File: src/rtl/bp_zynq_cfg_sequencer.sv
// rtl/bp_zynq_cfg_sequencer.sv - boot-time cfg write sequencer for BlackParrot cores
// Optional ack watchdog: define BP_ZYNQ_CFG_SEQ_TIMEOUT_EN.
module bp_zynq_cfg_sequencer
  #(parameter int num_core_p = 1
  , parameter int core_id_width_p = 4
  , parameter int cfg_addr_width_p = 20
  , parameter int cfg_data_width_p = 64
  , parameter int vaddr_width_p = 39
  , parameter logic [cfg_addr_width_p-1:0] freeze_addr_p = 20'h0008
  , parameter logic [cfg_addr_width_p-1:0] npc_addr_p = 20'h0010
  , parameter logic [cfg_addr_width_p-1:0] icache_mode_addr_p = 20'h0018
  , parameter logic [cfg_addr_width_p-1:0] dcache_mode_addr_p = 20'h0020
  , parameter logic [cfg_addr_width_p-1:0] cce_mode_addr_p = 20'h0028
  , parameter int timeout_cycles_p = 1024
  )
  (input  logic                        clk_i
  , input  logic                        reset_i
  , input  logic                        start_i
  , input  logic [vaddr_width_p-1:0]    npc_i
  , input  logic [1:0]                  icache_mode_i
  , input  logic [1:0]                  dcache_mode_i
  , input  logic [1:0]                  cce_mode_i
  , output logic                        cfg_v_o
  , input  logic                        cfg_ready_and_i
  , output logic [core_id_width_p-1:0]  cfg_core_o
  , output logic [cfg_addr_width_p-1:0] cfg_addr_o
  , output logic [cfg_data_width_p-1:0] cfg_data_o
  , input  logic                        cfg_ack_i
  , output logic                        busy_o
  , output logic                        done_o
  , output logic                        error_o
  );

  localparam int cnt_width_lp = $clog2(num_core_p+1);
  localparam logic [cnt_width_lp-1:0] last_core_lp = cnt_width_lp'(num_core_p);

  typedef enum logic [2:0] {e_idle, e_issue, e_wait_ack, e_done, e_error} state_e;
  typedef enum logic {e_config, e_release} phase_e;

  state_e state_r;
  phase_e phase_r, phase_n;
  logic [2:0] step_r, step_n;
  logic [cnt_width_lp-1:0] core_cnt_r, core_cnt_n, core_cnt_inc;
  logic seq_last;
  logic [vaddr_width_p-1:0] npc_r;
  logic [1:0] icache_mode_r, dcache_mode_r, cce_mode_r;
  logic [cfg_addr_width_p-1:0] addr_n;
  logic [cfg_data_width_p-1:0] data_n;
  logic in_seq, handshake, progress, timeout_hit;

  assign in_seq    = (state_r == e_issue) || (state_r == e_wait_ack);
  assign handshake = cfg_v_o & cfg_ready_and_i;
  // An ack landing on the handshake cycle completes the write without visiting WAIT_ACK
  assign progress  = ((state_r == e_issue) & handshake & cfg_ack_i)
                   | ((state_r == e_wait_ack) & cfg_ack_i);

  always_comb begin
    core_cnt_inc = core_cnt_r + cnt_width_lp'(1);
    phase_n      = phase_r;
    step_n       = step_r + 3'd1;
    core_cnt_n   = core_cnt_r;
    seq_last     = 1'b0;
    if (phase_r == e_config) begin
      if (step_r == 3'd4) begin
        step_n = 3'd0;
        if (core_cnt_inc == last_core_lp) begin
          phase_n    = e_release;
          core_cnt_n = '0;
        end else begin
          core_cnt_n = core_cnt_inc;
        end
      end
    end else begin
      step_n     = 3'd0;
      core_cnt_n = core_cnt_inc;
      seq_last   = (core_cnt_inc == last_core_lp);
    end
  end

  always_comb begin
    addr_n = freeze_addr_p;
    data_n = '0;
    if (phase_n == e_config) begin
      case (step_n)
        3'd0: data_n[0] = 1'b1;
        3'd1: begin addr_n = icache_mode_addr_p; data_n = cfg_data_width_p'(icache_mode_r); end
        3'd2: begin addr_n = dcache_mode_addr_p; data_n = cfg_data_width_p'(dcache_mode_r); end
        3'd3: begin addr_n = cce_mode_addr_p;    data_n = cfg_data_width_p'(cce_mode_r);    end
        3'd4: begin addr_n = npc_addr_p;         data_n = cfg_data_width_p'(npc_r);         end
        default: ;
      endcase
    end
  end

`ifdef BP_ZYNQ_CFG_SEQ_TIMEOUT_EN
  localparam int wd_width_lp = $clog2(timeout_cycles_p+1);
  logic [wd_width_lp-1:0] wd_cnt_r;

  // Counts cycles spent on the current write; any completed write restarts it
  always_ff @(posedge clk_i) begin
    if (reset_i || !in_seq || progress)
      wd_cnt_r <= '0;
    else
      wd_cnt_r <= wd_cnt_r + wd_width_lp'(1);
  end

  assign timeout_hit = in_seq && !progress
                    && (wd_cnt_r == wd_width_lp'(timeout_cycles_p-1));
`else
  localparam int unused_timeout_lp = timeout_cycles_p;
  assign timeout_hit = 1'b0;
`endif

  always_ff @(posedge clk_i) begin
    if (reset_i) begin
      state_r       <= e_idle;
      phase_r       <= e_config;
      step_r        <= '0;
      core_cnt_r    <= '0;
      npc_r         <= '0;
      icache_mode_r <= '0;
      dcache_mode_r <= '0;
      cce_mode_r    <= '0;
      cfg_v_o       <= 1'b0;
      cfg_core_o    <= '0;
      cfg_addr_o    <= '0;
      cfg_data_o    <= '0;
      busy_o        <= 1'b0;
      done_o        <= 1'b0;
      error_o       <= 1'b0;
    end else begin
      case (state_r)
        e_issue, e_wait_ack: begin
          if (progress) begin
            phase_r    <= phase_n;
            step_r     <= step_n;
            core_cnt_r <= core_cnt_n;
            if (seq_last) begin
              state_r <= e_done;
              cfg_v_o <= 1'b0;
              busy_o  <= 1'b0;
              done_o  <= 1'b1;
            end else begin
              state_r    <= e_issue;
              cfg_v_o    <= 1'b1;
              cfg_core_o <= core_id_width_p'(core_cnt_n);
              cfg_addr_o <= addr_n;
              cfg_data_o <= data_n;
            end
          end else if (timeout_hit) begin
            state_r <= e_error;
            cfg_v_o <= 1'b0;
            busy_o  <= 1'b0;
            error_o <= 1'b1;
          end else if (handshake) begin
            state_r <= e_wait_ack;
            cfg_v_o <= 1'b0;
          end
        end
        default: begin
          // IDLE, DONE and ERROR all accept a fresh start
          if (start_i) begin
            state_r       <= e_issue;
            phase_r       <= e_config;
            step_r        <= '0;
            core_cnt_r    <= '0;
            npc_r         <= npc_i;
            icache_mode_r <= icache_mode_i;
            dcache_mode_r <= dcache_mode_i;
            cce_mode_r    <= cce_mode_i;
            cfg_v_o       <= 1'b1;
            cfg_core_o    <= '0;
            cfg_addr_o    <= freeze_addr_p;
            cfg_data_o    <= cfg_data_width_p'(1);
            busy_o        <= 1'b1;
            done_o        <= 1'b0;
            error_o       <= 1'b0;
          end
        end
      endcase
    end
  end

endmodule

File: config.mk
export PLATFORM = sky130hd
export DESIGN_NAME = bp_zynq_cfg_sequencer
export DESIGN_NICKNAME = d
export VERILOG_FILES = /design/src/rtl/bp_zynq_cfg_sequencer.sv
export SDC_FILE = /design/constraint.sdc
export NUM_CORES = 1
export LEC_CHECK = 0
export CORE_MARGIN = 4
export CORE_UTILIZATION = 46
export CTS_CLUSTER_DIAMETER = 40
export DETAILED_ROUTE_END_ITERATION = 7
export GPL_ROUTABILITY_DRIVEN = 1
export PLACE_DENSITY = 0.92
export SLEW_MARGIN = 25
export SYNTH_ARGS = -nofsm -noshare
export SYNTH_HDL_FRONTEND = slang
export SYNTH_SLANG_ARGS = --single-unit
File: constraint.sdc
create_clock -name clk_i -period 2.5 [get_ports clk_i]
set_input_delay 0.375 -clock clk_i [delete_from_list [all_inputs] [get_ports clk_i]]
set_output_delay 0.375 -clock clk_i [all_outputs]
set_load 0.01 [all_outputs]
# == After elaboration in Yosys (flattened, before gate mapping) ==
# Index checks and enable logic that the tools add are counted.
# word_totals
reg_bits,144
# classes
n_reduce_logical,8
n_bitwise,6
addsub,2
n_eq_ne,11
muxes,49
# op_table
cell,n
2-to-1 mux 64 bit,4
one-hot mux 38 bit (4 select lines),1
2-to-1 mux 20 bit,4
2-to-1 mux 39 bit,1
2-to-1 mux 3 bit,9
one-hot mux 6 bit (4 select lines),1
2-to-1 mux 1 bit,22
2-to-1 mux 4 bit,4
"equality test 3 x 2 -> 1 bit, second input constant",3
"equality test 3 x 1 -> 1 bit, second input constant",2
"equality test 3 bit, second input constant",2
2-to-1 mux 6 bit,1
"inequality test 2 bit, second input constant",3
AND reduction 2 bit,3
AND reduction 3 bit,2
one-hot mux 1 bit (5 select lines),1
bitwise AND 1 bit,4
"adder 3 x 1 -> 3 bit, second input constant",1
zero test 3 bit,1
"inequality test 3 bit, second input constant",1
2-to-1 mux 2 bit,1
nonzero test 2 bit,1
OR reduction 2 bit,1
"adder 1 bit, second input constant",1
other kinds (2),2

# == Logic depth before layout (Yosys ltp) ==
# Gate-level depths: netlist of run 1.
# logic_depth
word_depth,9
ltp_mapped,9
mapped_depth_nobuf,6

# == Worst setup path after synthesis of run 1 ==
# Ideal clock, no wire load.
# synth_path
path_kind,register -> register
startpoint,reg step_r[0]
endpoint,reg cfg_data_o[24]
n_path_buf,2
setup_slack_ns,0.394
t_required_ns,2.430
setup_ns,0.070
arrival_ns,2.036
stages_incl_launch_ff,9
cell_sequence,dfxtp_1 inv_1 ha_1 buf_6 or3b_4 a211oi_4 buf_6 nand4_1 a21oi_1
# synth_via
elab_chain_cells,9
word_cells_on_any_way,15
classes_between,add/sub (1); eq/ne (5); mux (9)
# synth_rtl
element,line,text
start: declaration,42,"logic [2:0] step_r, step_n;"
start signal: assignment,136,step_r <= step_n;
adder 3 x 1 -> 3 bit or equality test 3 bit (tied branches),"60, 64",
2-to-1 mux 3 bit,64,if (step_r == 3'd4) begin
2-to-1 mux 3 bit,63,if (phase_r == e_config) begin
equality test 3 bit (tied with other cells),84,case (step_n)
one-hot mux 38 bit (4 select lines),84,
2-to-1 mux 39 bit (*),83,if (phase_n == e_config) begin
2-to-1 mux 64 bit (*),138,if (seq_last) begin
2-to-1 mux 64 bit (*),134,if (progress) begin
2-to-1 mux 64 bit (*),132,case (state_r)
end signal: assignment,148,cfg_data_o <= data_n;
end signal: assignment,174,cfg_data_o <= cfg_data_width_p'(1);
end: declaration,27,", output logic [cfg_data_width_p-1:0] cfg_data_o"
# Every way passes the cells marked *; elsewhere a longest branch is shown, timed or not. The select of a mux whose other input is x is not followed.
# A chain may end at the register's enable or synchronous reset.

# == Final worst setup path of run 1 ==
# layout_path
startpoint,reg step_r[0]
endpoint,reg cfg_data_o[8]
# The elaborated chain is that of the path after synthesis.

==> tab_implementation.tex, run 1 <==
\begin{tabular}{lr}
\hline
Metric & Value \\
\hline
\multicolumn{2}{l}{\textbf{Critical path}} \\
Crit-path cells & inv\_1, ha\_1, or3b\_4, a211oi\_4, buf\_4, nand4\_1, a21oi\_1 \\
Slowest cell on the critical path & sky130\_fd\_sc\_hd\_\_dfxtp\_1 \\
Delay contributed by the slowest stage of the critical path & 0.49 ns \\
Arrival time reported for the critical path endpoint & 2.55 ns \\
Critical path required time & 2.77 ns \\
Start of the worst register-to-register path & step\_r[0] \\
Kind of end point of the critical path & register \\
Number of cell instances on the worst register-to-register path & 7 \\
Biggest fanout along the worst timing path & 19 \\
Startpoint types & register \\
Flop2flop setup slack & 0.22 ns \\
Critical path class & reg -> reg \\
Reg2reg end & cfg\_data\_o[8] \\
\multicolumn{2}{l}{\textbf{Clock tree}} \\
Clock input transition at the sequential cells of the worst setup and hold paths & 0.09 ns \\
Insertion delay of the later-clocked pin in the worst-skew pair & 0.34 ns \\
Worst-case clock buffer depth & 2 \\
Number of resized instances in the post-cts repair step & 0 \\
Root cell of the clock tree & sky130\_fd\_sc\_hd\_\_clkbuf\_8 \\
Hold buffers post-CTS & 0 \\
CTS Buf Count & 9 \\
Sink count of the clock tree & 98 \\
Clock tree from TritonCTS & yes \\
Clock H-tree levels & 3 \\
Number of setup buffers added after CTS & 0 \\
\multicolumn{2}{l}{\textbf{Die}} \\
Die width & 105 um \\
Floorplan die area & 11000 um\^{}2 \\
Starting utilization of the core area & 46.9\% \\
Core region area & 9200 um\^{}2 \\
Number of cell rows & 35 \\
Total I/O pin count & 142 \\
Die Y-Extent & 105 um \\
\multicolumn{2}{l}{\textbf{Min path}} \\
Worst Hold Class & reg -> reg \\
Hold-critical path endpoint & cfg\_addr\_o[4] \\
Hold Startpoint & cfg\_addr\_o[4] \\
Min-Delay Path Depth & 2 \\
\multicolumn{2}{l}{\textbf{Placed design}} \\
Post-Place Setup Slack & 0.233 ns \\
Cell area reported after detailed placement & 5110 um\^{}2 \\
Post-placement cell count & 707 \\
Half-perimeter wire length after detailed placement & 7300 um \\
GPL Wtd Cong & 0.899 \\
Count of buffers inserted at the top-level ports & 95 \\
\multicolumn{2}{l}{\textbf{Yosys}} \\
Async SR Flop Fraction & 0\% \\
Post-synthesis sequential area ratio & 45.5\% \\
Post-synthesis instance total & 531 \\
Total of flip-flops plus latches after synthesis & 98 \\
Synthesized area divided by synthesized cell count & 8.13 um\^{}2 \\
Post-synth cell types & 48 \\
Number of warnings printed during yosys synthesis & 0 \\
Total standard cell area after synthesis & 4320 um\^{}2 \\
Flip-flop cell with the highest count after synthesis & sky130\_fd\_sc\_hd\_\_dfxtp\_1 \\
Number of enable-type register cells in the synthesized netlist & 0 \\
\multicolumn{2}{l}{\textbf{STA}} \\
Relative slew slack & 51.5\% \\
RSZ-0062 raised after global routing & false \\
Shortest period the worst path allows & 2.28 ns \\
Final TNS setup & 0 ns \\
Worst slew pin tran & 0.728 ns \\
Final max-slew violation count & 0 \\
Setup Skew & 0.00603 ns \\
Tightest hold margin & 0.453 ns \\
Portion of the clock cycle consumed by the worst path in the final layout & 91.2\% \\
Fmax & 438 MHz \\
Worst-case setup margin in the final layout & 0.219 ns \\
Final hold violations & 0 \\
Number of setup violations in the final report & 0 \\
\multicolumn{2}{l}{\textbf{Global route}} \\
Initial antenna violation count & 0 \\
Total track usage & 18.1\% \\
Total global routing overflow & 0 \\
Maximum number of pins on one net before global-route repair & 51 \\
Vias in the first global route & 3626 \\
First-pass GRT wire length & 16600 um \\
\multicolumn{2}{l}{\textbf{Final layout}} \\
Filler Cell Count & 834 \\
Final Instance Area & 5280 um\^{}2 \\
Final std cells w/o fill & 722 \\
Fraction of layout cells with a size suffix above 1 & 5.73\% \\
Most common library cell in the layout ignoring fill and taps & sky130\_fd\_sc\_hd\_\_nand2\_1 \\
Final \#Nets & 661 \\
Number of diodes added for antenna fixing & 0 \\
Area grow syn2layout & 22.3\% \\
Top library cells by usage in the layout, fill and taps aside & sky130\_fd\_sc\_hd\_\_nand2\_1 (135), sky130\_fd\_sc\_hd\_\_dfxtp\_1 (98), sky130\_fd\_sc\_hd\_\_a21oi\_1 (94), sky130\_fd\_sc\_hd\_\_clkdlybuf4s50\_1 (94), sky130\_fd\_sc\_hd\_\_conb\_1 (46) \\
\multicolumn{2}{l}{\textbf{Power}} \\
Standby leakage power & 1.93 nW \\
Internal Dissipation & 2.38 mW \\
Clk pwr share & 26.2\% \\
Share of total power in combinational logic & 23.2\% \\
Net switching component of the power & 1.08 mW \\
Max IR drop VDD & 326 uV \\
Switching Share & 31.2\% \\
Pwr dens & 655 nW/um\^{}2 \\
Portion of total power attributed to sequential cells & 50.6\% \\
\multicolumn{2}{l}{\textbf{Run}} \\
Max-cap violations & 0 \\
\multicolumn{2}{l}{\textbf{Drt}} \\
Average via count per standard cell & 5.29 \\
First-pass detailed-route iteration total & 5 \\
Initial drt markers & 228 \\
Wire length after detailed routing & 10300 um \\
Final ANT Viol Nets & 0 \\
Wire length per cell & 14.3 um \\
DRC viols & 0 \\
Via count & 3817 \\
\multicolumn{2}{l}{\textbf{Outcome}} \\
Outcome & complete, no violations \\
\hline
\end{tabular}
[worst max-delay path: cells and delay by family (launching register included)]
kind | cells | cell delay [ns]
and+or+nand+nor | 2 | 0.60
DFF | 1 | 0.49
AOI/OAI and AO/OA | 2 | 0.46
buffers and inverters | 2 | 0.36
adders and majority gates | 1 | 0.31
[kinds of logic (layout without fill, tap and decap cells)]
group,count (synthesis),count (layout),share of synthesized area (%)
AOI/OAI and AO/OA,119,119,15.8
other,1,46,0.0869
xor gates and xnor gates,3,3,0.609
adders and majority gates,4,4,1.16
DFF,98,98,45.5
buffers and inverters,94,129,14.1
muxes,3,3,0.696
and+or+nand+nor,209,209,22.0
[power groups by stage]
stage	registers, mW	logic [mW]	clock network, mW
2_1_floorplan	1.78	0.604	0
3_3_place_gp	1.78	0.761	0
3_5_place_dp	1.78	0.799	0
4_1_cts	1.75	0.801	0.924
5_1_grt	1.76	0.890	0.977
6_report	1.75	0.802	0.905
[sequential cells by signal, summed over array words and instances (netlist names)]
register / count
cfg_data_o: 39
npc_r: 39
cfg_addr_o: 3
step_r: 3
cce_mode_r: 2
dcache_mode_r: 2
icache_mode_r: 2
state_r: 2
busy_o: 1
cfg_core_o: 1
cfg_v_o: 1
core_cnt_r: 1
done_o: 1
phase_r: 1
[final cells by class]
class	count	area, um^2	area share [%]
Sequential cell	98	1960	37.2
Clock buffer	12	155	2.94
Inverter	5	18.8	0.356
Clock inverter	3	15.0	0.284
Timing Repair Buffer	109	1060	20.2
Tap cell	111	139	2.63
Multi-Input combinational cell	384	1920	36.5
[routing by layer]
layer / global-route usage, % / share of wire (%) / routed length (um) / up-vias
li1: - / - / - / 1859
met1: 22.0 / 40 / 4170 / 1783
met4: 5.62 / 0.76 / 79 / 0
met5: 0 / 0 / 0 / -
met3: 4.69 / 9.1 / 945 / 8
met2: 31.5 / 50 / 5140 / 167
[Yosys cell counts, drive strengths merged, types with 2 or more instances]
| cell | count | area share, % |
|---|---|---|
| nand4 | 38 | 5.5 |
| a211oi | 4 | 0.99 |
| o21ai | 2 | 0.23 |
| mux2i | 3 | 0.70 |
| nand2 | 136 | 12 |
| inv | 5 | 0.43 |
| xor2 | 2 | 0.41 |
| ha | 4 | 1.2 |
| a22oi | 3 | 0.52 |
| a211o | 2 | 0.41 |
| clkbuf | 25 | 2.2 |
| nor2 | 11 | 0.96 |
| nor2b | 2 | 0.29 |
| nor3 | 2 | 0.23 |
| a21oi | 94 | 11 |
| dfxtp | 98 | 45 |
| buf | 63 | 11 |
| nand3 | 4 | 0.46 |
| nand2b | 4 | 0.58 |
| a2111oi | 2 | 0.41 |
| nor4 | 2 | 0.29 |
| nor3b | 3 | 0.52 |
[how the worst max path moves through the flow]
stage | from | to | slack [ns] | cells after the start
global placement | cfg_ready_and_i | cfg_addr_o[5] | 0.28 | 5
detailed placement | step_r[0] | cfg_data_o[8] | 0.23 | 7
CTS | step_r[0] | cfg_data_o[8] | 0.22 | 7
global route | step_r[0] | cfg_data_o[0] | 0.07 | 6
finish | step_r[0] | cfg_data_o[8] | 0.22 | 7
floorplan | step_r[0] | cfg_data_o[24] | 0.39 | 8
[through the flow]
| stage | total power [mW] | util (%) |
|---|---|---|
| 6_report | 3.45 | 57.4 |
| 5_1_grt | 3.63 | 57.4 |
| 4_1_cts | 3.47 | 57.4 |
| 3_5_place_dp | 2.58 | 55.5 |
| 3_3_place_gp | 2.54 | 55.5 |
| 2_1_floorplan | 2.38 | - |
Note: power is estimated with default switching activity, not from simulation.
==> run 2, diff against run 1 <==
==> constraint.sdc (replaced) <==
create_clock -name clk_i -period 2.2 [get_ports clk_i]
set_input_delay 0.33 -clock clk_i [delete_from_list [all_inputs] [get_ports clk_i]]
set_output_delay 0.33 -clock clk_i [all_outputs]
set_load 0.01 [all_outputs]
==> run 2 against run 1 <==
Against the previous run: sequential power is 14% higher; register-to-register slack got worse by 0.08 ns; utilization rose by 1.4 points; die area unchanged; setup slack got worse by 0.079 ns; first-iteration DRC count rose by 3.5%; sequential share of layout area is 0.84 points lower; via count grew 2.7%; routed wire length grew 1.7%; power rose by 19%; combinational power rose by 20%.
==> tab_implementation.tex, run 2 (synthesis results as in run 1) <==
\begin{tabular}{lr}
\hline
Metric & Value \\
\hline
\multicolumn{2}{l}{\textbf{Global route}} \\
Total track usage & 18.4\% (+0.30 points) \\
Maximum number of pins on one net before global-route repair & 39 (-24\%) \\
Vias in the first global route & 3632 (+0.17\%) \\
Total global routing overflow & 0 (unchanged) \\
First-pass GRT wire length & 17000 um (+2.5\%) \\
Initial antenna violation count & 0 (unchanged) \\
\multicolumn{2}{l}{\textbf{Drt}} \\
Final ANT Viol Nets & 0 (unchanged) \\
Wire length after detailed routing & 10500 um (+1.7\%) \\
Via count & 3921 (+2.7\%) \\
First-pass detailed-route iteration total & 7 (+2) \\
Average via count per standard cell & 5.35 (+1.2\%) \\
Wire length per cell & 14.3 um (+0.15\%) \\
DRC viols & 0 (unchanged) \\
Initial drt markers & 236 (+3.5\%) \\
\multicolumn{2}{l}{\textbf{Power}} \\
Share of total power in combinational logic & 23.4\% (+0.2 points) \\
Clk pwr share & 28.4\% (+2.2 points) \\
Standby leakage power & 1.98 nW (+2.9\%) \\
Pwr dens & 763 nW/um\^{}2 (+16\%) \\
Max IR drop VDD & 398 uV (+22\%) \\
Switching Share & 31.6\% (+0.42 points) \\
Portion of total power attributed to sequential cells & 48.2\% (-2.4 points) \\
Net switching component of the power & 1.30 mW (+21\%) \\
Internal Dissipation & 2.82 mW (+19\%) \\
\multicolumn{2}{l}{\textbf{Final layout}} \\
Final \#Nets & 671 (+1.5\%) \\
Most common library cell in the layout ignoring fill and taps & sky130\_fd\_sc\_hd\_\_nand2\_1 \\
Biggest registers after layout & cfg\_data\_o (39), npc\_r (39) \\
Filler Cell Count & 819 (-1.8\%) \\
Top library cells by usage in the layout, fill and taps aside & sky130\_fd\_sc\_hd\_\_nand2\_1 (135), sky130\_fd\_sc\_hd\_\_dfxtp\_1 (97), sky130\_fd\_sc\_hd\_\_a21oi\_1 (94), sky130\_fd\_sc\_hd\_\_clkdlybuf4s50\_1 (94), sky130\_fd\_sc\_hd\_\_conb\_1 (46) \\
Number of diodes added for antenna fixing & 0 (unchanged) \\
Area grow syn2layout & 25.4\% \\
Fraction of layout cells with a size suffix above 1 & 7.72\% (+2.0 points) \\
\multicolumn{2}{l}{\textbf{STA}} \\
Shortest period the worst path allows & 2.06 ns (-0.221 ns) \\
Worst-case setup margin in the final layout & 0.140 ns (-0.0789 ns) \\
Number of setup violations in the final report & 0 (unchanged) \\
Fmax & 486 MHz (+11\%) \\
RSZ-0062 raised after global routing & false \\
Portion of the clock cycle consumed by the worst path in the final layout & 93.6\% (+2.4 points) \\
Final TNS setup & 0 ns (unchanged) \\
Relative slew slack & 61.3\% (+9.8 points) \\
Worst slew pin tran & 0.580 ns (-0.148 ns) \\
Setup Skew & 0.0126 ns (+0.00660 ns) \\
Final hold violations & 0 (unchanged) \\
Final max-slew violation count & 0 (unchanged) \\
\multicolumn{2}{l}{\textbf{Critical path}} \\
First element of the critical path & step\_r[0] \\
Start of the worst register-to-register path & step\_r[0] \\
Startpoint types & register \\
Kind of end point of the critical path & register \\
Critical path required time & 2.42 ns (-0.35 ns) \\
Arrival time reported for the critical path endpoint & 2.28 ns (-0.27 ns) \\
Biggest fanout along the worst timing path & 8 (-11) \\
Critical path class & reg -> reg \\
\multicolumn{2}{l}{\textbf{Clock tree}} \\
Clock tree from TritonCTS & yes \\
CTS Buf Count & 9 (unchanged) \\
Clock input transition at the sequential cells of the worst setup and hold paths & 0.10 ns (about the same) \\
Clock H-tree levels & 3 (unchanged) \\
Number of setup buffers added after CTS & 0 (unchanged) \\
Insertion delay of the later-clocked pin in the worst-skew pair & 0.35 ns (about the same) \\
Sink count of the clock tree & 98 (unchanged) \\
Root cell of the clock tree & sky130\_fd\_sc\_hd\_\_clkbuf\_8 \\
Worst-case clock buffer depth & 2 (unchanged) \\
\multicolumn{2}{l}{\textbf{Placed design}} \\
GPL Wtd Cong & 0.870 (-3.2\%) \\
Count of buffers inserted at the top-level ports & 95 (unchanged) \\
Half-perimeter wire length after detailed placement & 7540 um (+3.3\%) \\
Post-Place Setup Slack & 0.0200 ns (-0.213 ns) \\
\multicolumn{2}{l}{\textbf{Run}} \\
Max-cap violations & 0 (unchanged) \\
\multicolumn{2}{l}{\textbf{Die}} \\
Total I/O pin count & 142 (unchanged) \\
Starting utilization of the core area & 46.9\% (unchanged) \\
Number of cell rows & 35 (unchanged) \\
Floorplan die area & 11000 um\^{}2 (unchanged) \\
Die Y-Extent & 105 um (unchanged) \\
Die width & 105 um (unchanged) \\
Core region area & 9200 um\^{}2 (unchanged) \\
\multicolumn{2}{l}{\textbf{Min path}} \\
Hold Startpoint & reset\_i \\
Worst Hold Class & in -> reg \\
\multicolumn{2}{l}{\textbf{Outcome}} \\
Outcome & complete, no violations \\
\hline
\end{tabular}
==> run 2: cell count changes in the layout (fill, tap and decap cells not counted), sizes merged <==
cell      before  now
clkinv         3    1
clkbuf        12   10
bufinv         0    1
buf           15   25
clkinvlp       0    2
inv            5    7
==> run 2: repair_timing <==
action                                  in CTS  in global routing
pin swaps                                    0                  1
endpoints found under the setup margin       3                 17
resized for setup                            1                  3
endpoints found under the hold margin        0                  0
hold buffers                                 0                  0
==> run 2: power groups by stage <==
stage	Clock (mW)	Combinational, mW	Sequential (mW)
6_report	1.17	0.966	1.99
4_1_cts	1.21	0.958	1.99
2_1_floorplan	0	0.687	2.02
3_3_place_gp	0	0.936	2.02
5_1_grt	1.26	1.07	2.00
3_5_place_dp	0	0.955	2.03
==> run 2: metrics by stage <==
step	hold slack, ns	utilization, %	total power, mW	cells	cell area, um^2
2_1_floorplan	0.436	-	2.71	576	4480
3_3_place_gp	0.439	56.5	2.96	717	5190
3_5_place_dp	0.444	56.5	2.99	717	5190
4_1_cts	0.421	58.7	4.16	733	5400
5_1_grt	0.473	58.8	4.33	733	5410
6_report	0.443	58.8	4.13	733	5410
==> run 2: worst max-delay path, stage by stage (launching register included) <==
cell,delay [ns]
sky130_fd_sc_hd__dfxtp_4,0.40
sky130_fd_sc_hd__inv_1,0.05
sky130_fd_sc_hd__ha_1,0.23
sky130_fd_sc_hd__buf_4,0.17
sky130_fd_sc_hd__a211o_1,0.34
sky130_fd_sc_hd__nor4_2,0.21
sky130_fd_sc_hd__a2111oi_0,0.10
sky130_fd_sc_hd__a2111oi_0,0.44
==> run 2: cell type report <==
class                      count  area [um^2]  area share, %
multi-input combinational    384         1930           35.7
sequential                    98         1970           36.3
inverter                       5         18.8          0.347
timing repair buffer         119         1150           21.3
clock inverter                 6         73.8           1.36
tap                          111          139           2.57
clock buffer                  10          128           2.36
==> run 2: worst paths after layout <==
kind                                        to  slack [ns]  cells past startpoint
worst max register to register   cfg_data_o[0]        0.14                      7
worst min-delay path                   phase_r        0.44                      2
worst max-delay path             cfg_data_o[0]        0.14                      7
worst min register to register  cfg_data_o[19]        0.45                      2
==> run 2: per-layer routing <==
metal  track usage [%]  part of all wire, %  routed length (um)
met1              22.4                   40                4170
met2              32.4                   50                5220
met3              4.39                  8.9                 932
met4              5.53                  1.7                 178
met5                 0                    0                   0
==> run 3, diff against run 2 <==
--- a/config.mk
+++ b/config.mk
@@ -7,7 +7,6 @@
 export LEC_CHECK = 0
 export CORE_MARGIN = 4
 export CORE_UTILIZATION = 46
-export CTS_CLUSTER_DIAMETER = 40
 export DETAILED_ROUTE_END_ITERATION = 7
 export GPL_ROUTABILITY_DRIVEN = 1
 export PLACE_DENSITY = 0.92
==> results of run 3 <==
No change in the layout: final DEF, timing and power equal those of run 2.
